## src/rtl/sb_drain_arbiter.sv

```systemverilog
// Store-buffer drain arbiter: shares the dcache port between cached stores and loads,
// and sequences uncached stores over the bus. Optional perf counters under SB_DRAIN_PERF_EN.
module sb_drain_arbiter #(
  parameter  int SB_SIZE    = 4,
  parameter  int HI_WM      = 3,
  parameter  int STARVE_MAX = 7,
  localparam int CNT_W      = $clog2(SB_SIZE) + 1,
  localparam int SV_W       = $clog2(STARVE_MAX + 1)
) (
  input  logic             clk,
  input  logic             rst,
  input  logic             sb_valid_i,
  output logic             sb_ready_o,
  input  logic [31:0]      sb_addr_i,
  input  logic [31:0]      sb_data_i,
  input  logic [3:0]       sb_strb_i,
  input  logic             sb_uc_i,
  input  logic [CNT_W-1:0] sb_cnt_i,
  input  logic             drain_req_i,
  input  logic             ld_valid_i,
  input  logic [31:0]      ld_addr_i,
  output logic             ld_ready_o,
  output logic             dc_valid_o,
  output logic             dc_we_o,
  output logic [31:0]      dc_addr_o,
  output logic [31:0]      dc_wdata_o,
  output logic [3:0]       dc_wstrb_o,
  input  logic             dc_ready_i,
  output logic             uc_valid_o,
  output logic [31:0]      uc_addr_o,
  output logic [31:0]      uc_data_o,
  output logic [3:0]       uc_strb_o,
  input  logic             uc_ready_i,
  input  logic             uc_bvalid_i,
  output logic             sb_empty_o
`ifdef SB_DRAIN_PERF_EN
  ,
  output logic [31:0]      perf_st_cnt_o,
  output logic [31:0]      perf_uc_cnt_o,
  output logic [31:0]      perf_starve_cnt_o
`endif
);

  // state     | meaning
  // S_IDLE    | cached stores / loads arbitrate; uncached head starts a bus write
  // S_UC_REQ  | uc_valid_o held with captured payload until uc_ready_i
  // S_UC_WAIT | waiting for bus write response
  // S_UC_POP  | pop the uncached head for one cycle
  typedef enum logic [1:0] {S_IDLE, S_UC_REQ, S_UC_WAIT, S_UC_POP} state_t;

  state_t          state, state_nxt;
  logic [SV_W-1:0] starve_cnt, starve_nxt;
  logic            uc_valid_nxt, uc_capture;
  logic            st_cand, st_prio, st_gnt, ld_gnt, starve_max;

  always_ff @(posedge clk) begin
    if (rst) begin
      state      <= S_IDLE;
      starve_cnt <= '0;
      uc_valid_o <= 1'b0;
      uc_addr_o  <= '0;
      uc_data_o  <= '0;
      uc_strb_o  <= '0;
    end else begin
      state      <= state_nxt;
      starve_cnt <= starve_nxt;
      uc_valid_o <= uc_valid_nxt;
      if (uc_capture) begin
        uc_addr_o <= sb_addr_i;
        uc_data_o <= sb_data_i;
        uc_strb_o <= sb_strb_i;
      end
    end
  end

  always_comb begin
    state_nxt    = state;
    uc_valid_nxt = uc_valid_o;
    uc_capture   = 1'b0;
    case (state)
      S_IDLE: begin
        if (sb_valid_i && sb_uc_i) begin
          state_nxt    = S_UC_REQ;
          uc_valid_nxt = 1'b1;
          uc_capture   = 1'b1;
        end
      end
      S_UC_REQ: begin
        if (uc_ready_i) begin
          state_nxt    = S_UC_WAIT;
          uc_valid_nxt = 1'b0;
        end
      end
      S_UC_WAIT: if (uc_bvalid_i) state_nxt = S_UC_POP;
      S_UC_POP:  state_nxt = S_IDLE;
      default:   state_nxt = S_IDLE;
    endcase
  end

  // Dcache arbitration is purely combinational and re-evaluated every cycle.
  always_comb begin
    starve_max = (starve_cnt == SV_W'(STARVE_MAX));
    st_cand    = (state == S_IDLE) && sb_valid_i && !sb_uc_i;
    st_prio    = (sb_cnt_i >= CNT_W'(HI_WM)) || drain_req_i || starve_max;
    st_gnt     = st_cand && (st_prio || !ld_valid_i);
    ld_gnt     = !st_gnt && ld_valid_i;

    dc_valid_o = st_gnt || ld_gnt;
    dc_we_o    = st_gnt;
    dc_addr_o  = '0;
    dc_wdata_o = '0;
    dc_wstrb_o = '0;
    if (st_gnt) begin
      dc_addr_o  = sb_addr_i;
      dc_wdata_o = sb_data_i;
      dc_wstrb_o = sb_strb_i;
    end else if (ld_gnt) begin
      dc_addr_o  = ld_addr_i;
    end

    sb_ready_o = (st_gnt && dc_ready_i) || (state == S_UC_POP);
    ld_ready_o = ld_gnt && dc_ready_i;
    sb_empty_o = (sb_cnt_i == '0) && (state == S_IDLE);

    starve_nxt = starve_cnt;
    if (st_gnt && dc_ready_i)
      starve_nxt = '0;
    else if (st_cand && ld_gnt && !starve_max)
      starve_nxt = starve_cnt + SV_W'(1);
  end

`ifdef SB_DRAIN_PERF_EN
  always_ff @(posedge clk) begin
    if (rst) begin
      perf_st_cnt_o     <= '0;
      perf_uc_cnt_o     <= '0;
      perf_starve_cnt_o <= '0;
    end else begin
      if (sb_valid_i && sb_ready_o) perf_st_cnt_o     <= perf_st_cnt_o + 32'd1;
      if (state == S_UC_POP)        perf_uc_cnt_o     <= perf_uc_cnt_o + 32'd1;
      if (starve_max)               perf_starve_cnt_o <= perf_starve_cnt_o + 32'd1;
    end
  end
`endif

endmodule
```

## config.mk

```make
export PLATFORM = sky130hd
export DESIGN_NAME = sb_drain_arbiter
export DESIGN_NICKNAME = d
export VERILOG_FILES = /design/src/rtl/sb_drain_arbiter.sv
export SDC_FILE = /design/constraint.sdc
export NUM_CORES = 1
export LEC_CHECK = 0
export BUFFER_PORTS_ARGS = -buffer_cell sky130_fd_sc_hd__buf_4
export CORE_AREA = 2 2 99 101
export DETAILED_ROUTE_END_ITERATION = 7
export DIE_AREA = 0 0 101 103
export PLACE_DENSITY = 0.77
export SLEW_MARGIN = 0
export SYNTH_ARGS = -nofsm -noshare
export SYNTH_HDL_FRONTEND = slang
export SYNTH_SLANG_ARGS = --single-unit
```

## constraint.sdc

```tcl
create_clock -name clk -period 2 [get_ports clk]
set_input_delay 0.1 -clock clk [delete_from_list [all_inputs] [get_ports clk]]
set_output_delay 0.1 -clock clk [all_outputs]
set_load 0.01 [all_outputs]
```

==> reports/results.ini, run 1 <==
[run_status]
status=finished with violations
violations=negative setup slack

[setup_path]
cp_cell_sequence=ha_4, ha_4, nor4b_4, a21oi_4, buf_12, clkbuf_16, and2_4, buf_6
required_ns=1.90
criticalPathCategory=register to output port
worstPathArrival_ns=2.13
crit_top_cell=ha_4
path_buf_inv=3
r2r_start=starve_cnt[0]
cpPeakStageDelay_ns=0.36
start_kind=register
crit_path_end_kind=output port
path_depth=8
cp_top_family=simple AND/OR/NAND/NOR gates
startpoint=starve_cnt[0]
worst-path-max-fanout=6
ff2ff_path_depth=7
cp_slowest_cell=dfxtp_4

[route]
via_per_inst=4.89
first_pass_iters=4
drcViolationCount=0
vias=4325
wl_per_cell_um=15.1
ant_nets=0
wl_mm=13.3
drt_iter0_markers=105

[grt]
grt-ovfl-total=0
antenna_found_initial=0
grt_start_max_net_pins=69
grt_pass1_vias=4018
grtUsageTotal_pct=23.7
grt_pass1_wl_mm=19.2

[synthesis]
yosys_warnings=0
synth.distinct_cells=30
synth_nets=604
synthesis.area_um2=3630
synth_edf_count=0
ys_seq_elements=74
avgSynthCellArea_um2=7.49
synthCells=485
yosysSeqAreaShare_pct=40.8
synth_top_cell_by_area=dfxtp_1
synthArstFlopShare_pct=0
synth_top_flop_cell=dfxtp_1
synth.area.top_cells=dfxtp_1 41%, nand2_1 18%, a21oi_1 9.6%
yosysTopAreaCellShare_pct=40.8

[sta]
rsz0062_at_grt=true
postLayoutSetupSlackWorst_ns=-0.228
setup-violations-final=71
maxSlewHeadroom_pct=72.4
report.final.slew_viol_count=0
min_period_ns=2.23
tightest_slew_ns=0.412
fin_skew_ns=0.00680
finalCritPeriodShare_pct=111
maxClockFrequency_mhz=449
hold-worst-slack_ns=0.0147
finalHoldViolations=0

[final_layout]
antennaDiodeCount=0
fillers=734
final_cell_mix=235 x buf_4, 170 x nand2_1, 71 x dfxtp_1
drive_above_1_share_pct=42.4
area_delta_synth_final_pct=80.3
utilization_pct=69.2
final_nets=886
layout_commonest_cell=buf_4

[power]
peakVddDrop_uv=422
p_leak_nw=3.14
p_per_area_nw_per_um2=795

[cts]
htreeDepth=3
worstSkewPairLatency_ns=0.34
cts_sinks=74
numCtsBuffers=9
cts_buffer_depth=2
clk_pin_slew_ns=0.07
cts-root-buf=clkbuf_8
cts_tree=built

[floorplanning]
ios=254
die_area_um2=10400
die_x_um=101
core_area_um2=9460
start_util_pct=38.4
rows=36
die_h_um=103

[worst_hold_path]
hold_path_depth=3
hold_path.startpoint=sb_addr_i[25]
hold_path_class=input port to register

[place]
dp_hpwl_mm=8.55
io_buffers=253
finalWeightedCongestion=0.909

[run]
maxCapViolations=0

## routing by layer
metal / vias up / wire length (µm) / GRT usage, %
li1: 2104 / - / -
met4: 0 / 328 / 11.4
met5: - / 0 / 0
met3: 24 / 961 / 6.98
met1: 2032 / 4960 / 25.1
met2: 165 / 7080 / 43.3
## logic make-up (layout without fill, tap and decap cells)
family / Yosys count / in the layout / share of synthesized area [%]
AO/OA/AOI/OAI: 81 / 81 / 12.6
adder cells (fa/ha/maj): 7 / 7 / 2.41
buffers and inverters: 70 / 356 / 8.51
flip-flops: 74 / 74 / 40.8
multiplexers: 32 / 32 / 8.82
AND/OR/NAND/NOR: 221 / 221 / 26.9
## sequential cells by signal, summed over array words and instances (netlist names)
signal and count:
state 2, uc_data_o 32, uc_strb_o 4, uc_addr_o 32
uc_valid_o 1, starve_cnt 3
## where the power goes
| part | total [mW] | switching, mW | leakage (nW) | internal [mW] |
|---|---|---|---|---|
| Sequential | 1.77 | 0.108 | 0.605 | 1.66 |
| Combinational | 2.32 | 1.09 | 2.44 | 1.23 |
| Clock | 1.12 | 0.516 | 0.0962 | 0.601 |
| Total | 5.21 | 1.72 | 3.14 | 3.49 |
## what timing repair did
item | 4_1_cts | 5_1_grt
hold buffers | 30 | 1
gates cloned | 4 | 2
endpoints found under the hold margin | 30 | 1
endpoints found under the setup margin | 71 | 71
resized for setup | 55 | 22
pin swaps | 4 | 20
buffers inserted | 5 | 4
## through the flow
stage	instance area, µm²	setup TNS [ns]	cells	power (mW)	worst slack (ns)
2_1_floorplan	3630	0	485	2.77	0.383
3_3_place_gp	5590	0	826	3.62	0.156
3_5_place_dp	5590	0	826	3.68	0.0549
4_1_cts	6440	-15.40	880	5.15	-0.278
5_1_grt	6550	-16.63	885	5.50	-0.307
6_report	6550	-11.06	885	5.21	-0.228
## Yosys cell counts, drive strengths merged, types with 2 or more instances
library cell  number
nand3              2
mux2i             32
clkbuf            18
nor4b              2
nand2b             3
nand3b             2
nand2            170
and2              36
nor2               2
dfxtp             74
a32o               2
a31o               2
inv               36
ha                 7
buf               16
a21oi             71
## cell type report
cell class	instances	area, µm²	area share, %
Sequential cell	74	1490	22.8
Clock buffer	12	145	2.22
Multi-Input combinational cell	341	1970	30.0
Clock inverter	3	40.0	0.611
Tap cell	114	143	2.18
Inverter	36	138	2.10
Timing Repair Buffer	305	2630	40.1
## tightest hold or removal path, delay by kind of cell
kind	cells	cell delay, ns
simple gates	1	0.05
compound gates	1	0.05
buf+inv	1	0.11
## worst paths after layout
path                     to  slack (ns)
max          dc_wdata_o[16]       -0.23
min           uc_addr_o[25]        0.01
max reg2reg   starve_cnt[1]        0.23
min reg2reg   uc_data_o[26]        0.45
(Power assumes the default switching activity.)
==> run 2: changes to the inputs <==
Settings changed: CORE_AREA 2 2 99 101 to 2 2 98 100, CTS_BUF_LIST set to sky130_fd_sc_hd__clkbuf_8, DIE_AREA 0 0 101 103 to 0 0 100 102, PLACE_DENSITY 0.77 to 0.78.
==> run 2 against run 1 <==
  * Highest routed layer unchanged
  * Non-clock buffer count fell by 24
  * First-iteration DRC count increased by 47%
  * Total power shrank 4.4%
  * The flow still finishes with violations (negative setup slack)
  * Setup slack improved by 0.053 ns
==> reports/results.ini, run 2 (synthesized netlist as in run 1, its figures left out) <==
[place]
dp.cells=823  ; -0.36%
finalWeightedCongestion=0.836  ; -8.0%
dp_hpwl_mm=8.75  ; +2.4%
io_buffers=253  ; unchanged

[floorplanning]
core_area_um2=9110  ; -3.7%
rows=35  ; -2.8%
die_x_um=100  ; -0.99%
die_h_um=102  ; -0.97%
die_area_um2=10200  ; -2.0%
ios=254  ; unchanged
start_util_pct=39.9  ; +1.5 points

[route]
via_per_inst=4.82  ; -1.4%
wl_mm=12.2  ; -8.1%
vias=4134  ; -4.4%
ant_nets=0  ; unchanged
drcViolationCount=0  ; unchanged
first_pass_iters=4  ; unchanged
wl_per_cell_um=14.3  ; -5.3%
drt_iter0_markers=154  ; +47%

[grt]
grtUsageMet1_pct=25.0  ; -0.072 points
grt-ovfl-total=0  ; unchanged
grt_pass1_vias=4050  ; +0.80%
top_usage_layer=met2
grt_start_max_net_pins=44  ; -36%
antenna_found_initial=0  ; unchanged
grt_pass1_wl_mm=18.8  ; -2.2%
grtUsageTotal_pct=23.1  ; -0.66 points
grtUsageMet3_pct=7.39  ; +0.40 points
grtUsageMet2_pct=42.6  ; -0.71 points

[sta]
min_period_ns=2.18  ; -0.0528 ns
finalCritPeriodShare_pct=109  ; -2.6 points
report.final.slew_viol_count=0  ; unchanged
tightest_slew_ns=0.437  ; +0.0248 ns
setup-violations-final=70  ; -1.4%
postLayoutSetupSlackWorst_ns=-0.175  ; +0.0528 ns
finalHoldViolations=0  ; unchanged
tns_ns=-6.44  ; +4.62 ns
maxClockFrequency_mhz=460  ; +2.4%
rsz0062_at_grt=true
fin_skew_ns=0.00938  ; +0.00257 ns
maxSlewHeadroom_pct=70.8  ; -1.6 points

[worst_hold_path]
hold_path.startpoint=sb_addr_i[20]
holdPathEnd=uc_addr_o[20]
hold_path_class=input port to register
hold_path_depth=3  ; unchanged

[setup_path]
cp_cell_sequence=ha_4, ha_4, nor4b_4, a21oi_4, buf_4, buf_6, mux2i_1, buf_4
cp_slowest_cell=dfxtp_2
worst-path-max-fanout=5  ; -1
r2r-end=starve_cnt[1]
startpoint=starve_cnt[0]
cp_top_family=buffers and inverters
worstPathArrival_ns=2.08  ; -0.05 ns
ff2ff_path_depth=6  ; -1
r2r_slack_ns=0.34  ; +0.11 ns
criticalPathCategory=register to output port
start_kind=register
cpPeakStageDelay_ns=0.34  ; -0.02 ns
r2r_start=starve_cnt[0]
required_ns=1.90  ; about the same
crit_path_end_kind=output port
path_buf_inv=3  ; unchanged

[final_layout]
final_cell_mix=246 x buf_4, 170 x nand2_1, 70 x a21oi_1, 70 x dfxtp_1, 34 x inv_1
drive_above_1_share_pct=41.9  ; -0.51 points
top_regs=uc_addr_o x32, uc_data_o x32, uc_strb_o x4
fin_cells=858  ; -3.1%
multiInputGateArea_um2=1940  ; -1.5%
fillers=737  ; +0.41%
layout_commonest_cell=buf_4
area_delta_synth_final_pct=69.5
final_nets=862  ; -2.7%
antennaDiodeCount=0  ; unchanged
register_area_um2=1490  ; -0.25%

[cts]
htreeDepth=3  ; unchanged
numCtsBuffers=9  ; unchanged
clk_pin_slew_ns=0.07  ; about the same
worstSkewPairLatency_ns=0.34  ; about the same
cts-root-buf=clkbuf_8
cts_sinks=74  ; unchanged
cts_buffer_depth=2  ; unchanged
cts_tree=built

[run]
maxCapViolations=0  ; unchanged

[power]
peakVddDrop_uv=541  ; +28%
p_leak_nw=2.98  ; -5.2%
p_per_area_nw_per_um2=809  ; +1.7%

[run_status]
status=finished with violations
violations=negative setup slack

==> run 2: cell count changes in the layout (fill, tap and decap cells not counted), moves of 3 or more <==
cell,delta
dlygate4sd3_1,-16
buf_6,-13
buf_4,+11
and2_1,+7
and2_4,-7
buf_12,-3
dfxtp_2,+3
==> run 2: power breakdown <==
| group | switching [mW] | total (mW) | internal, mW |
|---|---|---|---|
| logic | 1.01 | 2.07 | 1.06 |
| registers | 0.110 | 1.77 | 1.66 |
| clock network | 0.538 | 1.14 | 0.599 |
| total | 1.66 | 4.98 | 3.32 |
==> run 2: layout make-up <==
type / count / area share, %
clock inverters: 5 / 0.894
inverters: 36 / 2.28
multi-input cells: 341 / 31.5
clock buffers: 10 / 2.23
flip-flops and latches: 74 / 24.1
well taps: 111 / 2.26
repair buffers: 281 / 36.7
==> run 2: repair_timing <==
item	CTS	global route
gates cloned	3	0
hold endpoints to repair	15	0
hold buffers	15	0
pin swaps	0	2
gates resized for setup	31	20
setup buffers	2	2
setup endpoints to repair	70	71
==> run 2: worst max path at each step <==
stage                           to  depth (start not counted)
floorplan            dc_addr_o[29]                          6
global placement     dc_addr_o[22]                          7
detailed placement   dc_addr_o[12]                          7
CTS                 dc_wdata_o[13]                          7
global route         dc_addr_o[14]                          8
finish                dc_addr_o[4]                          8
==> run 2: tightest hold or removal path: stages <==
cell     delay, ns
buf_4         0.11
nand2_1       0.05
a21oi_1       0.05
==> run 2: metal layers <==
| metal | vias to the layer above | part of all wire [%] | routed length [µm] |
|---|---|---|---|
| met5 | - | 0 | 0 |
| met4 | 0 | 1.8 | 220 |
| met3 | 21 | 8.1 | 994 |
| met2 | 154 | 51 | 6300 |
| met1 | 1902 | 39 | 4740 |
| li1 | 2057 | - | - |
==> run 2: per-stage QoR <==
stage / setup WS [ns] / hold slack [ns] / power [mW] / instance area (µm²) / util, %
global placement: 0.234 / 0.310 / 3.64 / 5600 / 61.5
global route: -0.255 / 0.00207 / 5.27 / 6160 / 67.6
CTS: -0.201 / 0.000992 / 5.03 / 6140 / 67.4
detailed placement: 0.136 / 0.313 / 3.69 / 5600 / 61.5
finish: -0.175 / 0.0140 / 4.98 / 6160 / 67.6
floorplan: 0.383 / 0.216 / 2.77 / 3630 / -
